`src/rtl/universal_shift_register.sv`:
```
// ---------------------------------------------------------------------------
// universal_shift_register
//   WIDTH-bit synchronous register with hold, shift right, shift left and
//   parallel load. The operation is picked by a 2-bit mode code and gated by
//   a clock enable. q is taken straight from the flops, so there is no
//   combinational path from any input to the output.
// ---------------------------------------------------------------------------
module universal_shift_register #(
   parameter int WIDTH = 8  // register width, must be at least 2
) (
   input  logic             clk,
   input  logic             rst,
   input  logic             enable,
   input  logic [1:0]       mode,
   input  logic             serial_in_right,
   input  logic             serial_in_left,
   input  logic [WIDTH-1:0] parallel_in,
   output logic [WIDTH-1:0] q
);

   // Operation encoding, named so the case arms read as intent.
   typedef enum logic [1:0] {
      MODE_HOLD        = 2'b00,
      MODE_SHIFT_RIGHT = 2'b01,
      MODE_SHIFT_LEFT  = 2'b10,
      MODE_LOAD        = 2'b11
   } mode_e;

   mode_e            mode_sel;
   logic [WIDTH-1:0] q_next;

   assign mode_sel = mode_e'(mode);

   // Next-state selection: pick the new contents from mode, gated by enable.
   always_comb begin
      // NOTE: q_next gets a default before any branch so every path assigns
      // it; without this the combinational block would infer a latch.
      q_next = q;
      if (enable) begin
         case (mode_sel)
            MODE_HOLD:        q_next = q;
            // Right shift: new bit enters at the MSB, the old LSB drops out.
            MODE_SHIFT_RIGHT: q_next = {serial_in_right, q[WIDTH-1:1]};
            // Left shift: new bit enters at the LSB, the old MSB drops out.
            MODE_SHIFT_LEFT:  q_next = {q[WIDTH-2:0], serial_in_left};
            MODE_LOAD:        q_next = parallel_in;
            default:          q_next = q;
         endcase
      end
   end

   // State register: asynchronous clear, otherwise capture q_next each edge.
   always_ff @(posedge clk or posedge rst) begin
      // NOTE: non-blocking assignment keeps every flop sampling the values
      // from before the edge, independent of statement order.
      if (rst) begin
         q <= '0;
      end else begin
         q <= q_next;
      end
   end

endmodule

```
`config.mk`:
```
export PLATFORM = sky130hd
export DESIGN_NAME = universal_shift_register
export DESIGN_NICKNAME = d
export VERILOG_FILES = /design/src/rtl/universal_shift_register.sv
export SDC_FILE = /design/constraint.sdc
export NUM_CORES = 1
export LEC_CHECK = 0
export CAP_MARGIN = 20
export CORE_MARGIN = 8
export CORE_UTILIZATION = 36
export DETAILED_ROUTE_END_ITERATION = 10
export PLACE_DENSITY = 0.72
export SYNTH_ARGS = -nofsm -noshare
export SYNTH_HDL_FRONTEND = slang
export SYNTH_SLANG_ARGS = --single-unit
```
`constraint.sdc`:
```
create_clock -name clk -period 1 [get_ports clk]
set_input_delay 0.2 -clock clk [delete_from_list [all_inputs] [get_ports clk]]
set_output_delay 0.2 -clock clk [all_outputs]
set_load 0.02 [all_outputs]
```
# Word-level counts from Yosys, hierarchy flattened
# Index checks and enable logic that the tools add are counted.
dict set report totals {
  word_cells 8
  out_inout_bits 8
  inputBits 15
  reg_bits 8
}
dict set report op_classes {
  n_eq_ne 3
  n_mux 1
  bitwise_logic 1
  reduce_logical 2
}
# op n
set op_table {}
lappend op_table {{$pmux W8 S3} 1}
lappend op_table {{$eq A2 B2 Y1 const B} 2}
lappend op_table {{$eq A2 B1 Y1 const B} 1}
lappend op_table {{$logic_not A2 Y1} 1}
lappend op_table {{$reduce_and A2 Y1} 1}
lappend op_table {{$not A1 Y1} 1}

# Depth between registers and ports, before layout
dict set report depth {
  word_depth 3
  mapped_depth 5
  depth_no_buf 3
}

# Worst setup path after synthesis
# No wires, ideal clock.
dict set report synth_timing {
  path_type {register to register}
  startpoint {register q[4]}
  endpoint {register q[5]}
  arrival_ps 934
  path_slack_ps -66
  period_less_slack_ps 1066
  required_time_ps 868
  stages_incl_launch_ff 4
  path_cell_list {dfrtp_1 -> and2b_2 -> a211oi_1 -> a211oi_2}
}
dict set report synth_between {
  elab_chain_cells 1
}
# item line_no
set synth_lines {}
lappend synth_lines {{start: declaration} 18} ;# output logic [WIDTH-1:0] q
lappend synth_lines {{start signal: assignment} 59} ;# q <= q_next;
lappend synth_lines {{$pmux W8 S3} 40} ;# case (mode_sel)
# Every way passes these cells.
# A chain may end at the register's enable or synchronous reset.

# Worst setup path in the final report
dict set report layout_timing {
  startpoint {register q[2]}
  endpoint {register q[3]}
}
# Same word-level chain as after synthesis.

==> run_results.csv <==
group,metric,value,unit
grt,grt_pass1_wl,2.82,mm
clock_tree,htreeDepth,1,
sta,setup_tns,-0.543,ns
sta,fin_crit,1.10,ns
die,io_pins,23,
cells_and_area,post-route-util,67.9,%
cells_and_area,largestRegisters,"q (8)",
outcome,violations,"negative setup slack",
critical_path,critPathKind,"reg2reg",
drt,wire_per_inst,16.1,µm
synth,syn-cell-area,539,µm²
power,ir_drop,0.758,mV
drt,drt_iter0_markers,15,
cells_and_area,multi_input_area,372,µm²
sta,hold_violations,0,
grt,antenna_found_initial,0,
synth,ys_warn_count,0,
cells_and_area,fillers,116,
power,p_comb_share,49.5,%
power,p_int,0.000923,W
sta,slew_headroom,79.3,%
synth,yosysUniqueCellTypes,21,
synth,syn_inst,53,
critical_path,r2r_start,"q[2]$_DFFE_PP0P_",
cells_and_area,drive_above_1_share,61.7,%
cells_and_area,largest_register_ffs,8,
cells_and_area,layout_commonest_cell,"buf_4",
sta,fin_ws,-0.0954,ns
grt,track_usage,12.8,%
die,die_area,2990,µm²
cells_and_area,final_cell_mix,"buf_4, clkdlybuf4s50_1, buf_6",
critical_path,worstSetupStartpointType,"flip-flop",
synth,avgSynthCellArea,10.2,µm²
clock_tree,clkLatencyLatePin,0.26,ns
synth,yosys_register_bits,8,
die,num_rows,14,
critical_path,crit_required,1.15,ns
sta,post-route-period-util,110,%
power,switchingPower,0.000474,W
place,gp_congestion,0.812,
power,power.leakage,0.417,nW
cells_and_area,largest-register,"q",
sta,setup_viol,10,
critical_path,cp_data_arrival_time,1.24,ns
synth,synth_edf_count,0,
sta,tightest_slew,0.311,ns
clock_tree,cts_tree,"built",
die,die_y,54.7,µm
drt,drc,0,
drt,ant_nets,0,
place,hpwl,1.28,mm
sta,fmax,913,MHz
critical_path,rrSetupSlack,-0.1,ns
grt,grt_pass1_vias,579,
clock_tree,clockRootBuffer,"clkbuf_4",
grt,grt_max_degree,9,
outcome,status,"finished with violations",
cells_and_area,n_antenna_cell,0,
drt,via_per_inst,5.12,
run,drv_cap,0,
cells_and_area,area_delta_synth_final,83.1,%
synth,syn_nets,68,
die,die_w,54.7,µm
sta,rsz0062_at_grt,"true",
grt,overflow,0,
place,dpl-instance-area,863,µm²
power,p_sw_share,33.9,%
cells_and_area,seq_area,206,µm²
power,p_per_area,1420,nW/µm²
critical_path,critPathCaptureType,"flip-flop",
sta,finClkSkew,0.00935,ns
synth,synth_top_flop_cell,"dfrtp_1",
power,power_frac_clock,19.9,%
die,start_util,37.1,%
cells_and_area,nets,110,
place,place.port_buffers,22,
critical_path,r2r_cells,4,
cells_and_area,final_cell_area,987,µm²
drt,drt-pass1-iter-count,4,
power,p_seq_share,30.6,%
worst_hold_path,hold_path_class,"in2async",
synth,seq_area_frac_synth,37.1,%
clock_tree,clkTransAtPathRegs,0.07,ns
critical_path,reg2reg_to,"q[3]$_DFFE_PP0P_",
sta,drv_slew,0,
clock_tree,cts_buffers,3,
synth,ys_async_sr_fraction,100,%
drt,via_count,563,
drt,wl,1.77,mm
place,place_ws,-0.477,ns
clock_tree,clkSinkCount,8,
die,coreArea,1450,µm²
critical_path,crit_fanout,4,
clock_tree,cts.path.max_buffers,2,
-- synth_stat cells, types with 2 or more instances --
| cell | n | share of area, % |
|---|---|---|
| a21oi_1 | 5 | 4.6 |
| nor3b_1 | 2 | 2.8 |
| mux2i_1 | 2 | 3.7 |
| mux2_2 | 5 | 10 |
| nand3b_1 | 2 | 2.8 |
| nand2_1 | 2 | 1.4 |
| o22ai_1 | 6 | 7.0 |
| nor2_2 | 2 | 2.3 |
| nor2_1 | 4 | 2.8 |
| o21ai_0 | 2 | 1.9 |
| dfrtp_1 | 8 | 37 |
| inv_1 | 2 | 1.4 |
| a211oi_2 | 3 | 7.0 |
-- layout make-up --
type	instances	share of cell area, %
well taps	16	2.03
multi-input cells	40	37.6
clock buffers	4	2.66
inverters	2	0.760
repair buffers	40	36.0
flip-flops and latches	8	20.9
-- what timing repair did --
action                                  4_1_cts  5_1_grt
pin swaps                                     3        2
endpoints found under the setup margin       16       15
setup buffers                                 3        1
hold endpoints to repair                      0        0
gates resized for setup                      54       10
hold buffers                                  0        0
-- cells by family after synthesis --
| logic type | count (synthesis) | synth area share (%) |
|---|---|---|
| DFF | 8 | 37.1 |
| muxes | 7 | 14.2 |
| buffers and inverters | 5 | 8.12 |
| and+or+nand+nor | 15 | 16.0 |
| AOI/OAI and AO/OA | 18 | 24.6 |
-- stage by stage --
step,hold WS (ns),total power (W),std cells
finish,0.183,0.00140,110
CTS,0.202,0.00135,109
detailed placement,0.491,0.00102,102
global placement,0.484,0.00101,102
floorplan,0.0153,0.000710,53
global route,0.226,0.00147,110
-- critical path, cell delays in order (launching register included) --
cell     delay, ns
dfrtp_2       0.41
buf_6         0.12
mux2_4        0.27
o22ai_2       0.11
a21oi_2       0.07
-- worst max path at each step --
stage | start | endpoint | depth (start not counted)
2_1_floorplan | q[2]$_DFFE_PP0P_ | q[3]$_DFFE_PP0P_ | 3
3_3_place_gp | mode[0] | q[4]$_DFFE_PP0P_ | 5
5_1_grt | q[2]$_DFFE_PP0P_ | q[3]$_DFFE_PP0P_ | 4
6_report | q[2]$_DFFE_PP0P_ | q[3]$_DFFE_PP0P_ | 4
4_1_cts | q[6]$_DFFE_PP0P_ | q[7]$_DFFE_PP0P_ | 4
3_5_place_dp | mode[0] | q[4]$_DFFE_PP0P_ | 5
-- layer usage --
metal  vias to the layer above  track usage, %  share of wire (%)
met4                         0            3.69                  0
met5                         -               0                  0
met2                        19            21.1                 49
met3                         0            2.72                5.8
li1                        277               -                  -
met1                       267            16.3                 45
-- power by group through the flow --
stage          sequential [W]  combinational [W]  clock [W]
6_report             0.000427           0.000692   0.000278
5_1_grt              0.000434           0.000735   0.000305
3_5_place_dp         0.000424           0.000599          0
4_1_cts              0.000424           0.000645   0.000283
3_3_place_gp         0.000422           0.000592          0
2_1_floorplan        0.000522           0.000188          0
Power figures use the tool's default switching activity.
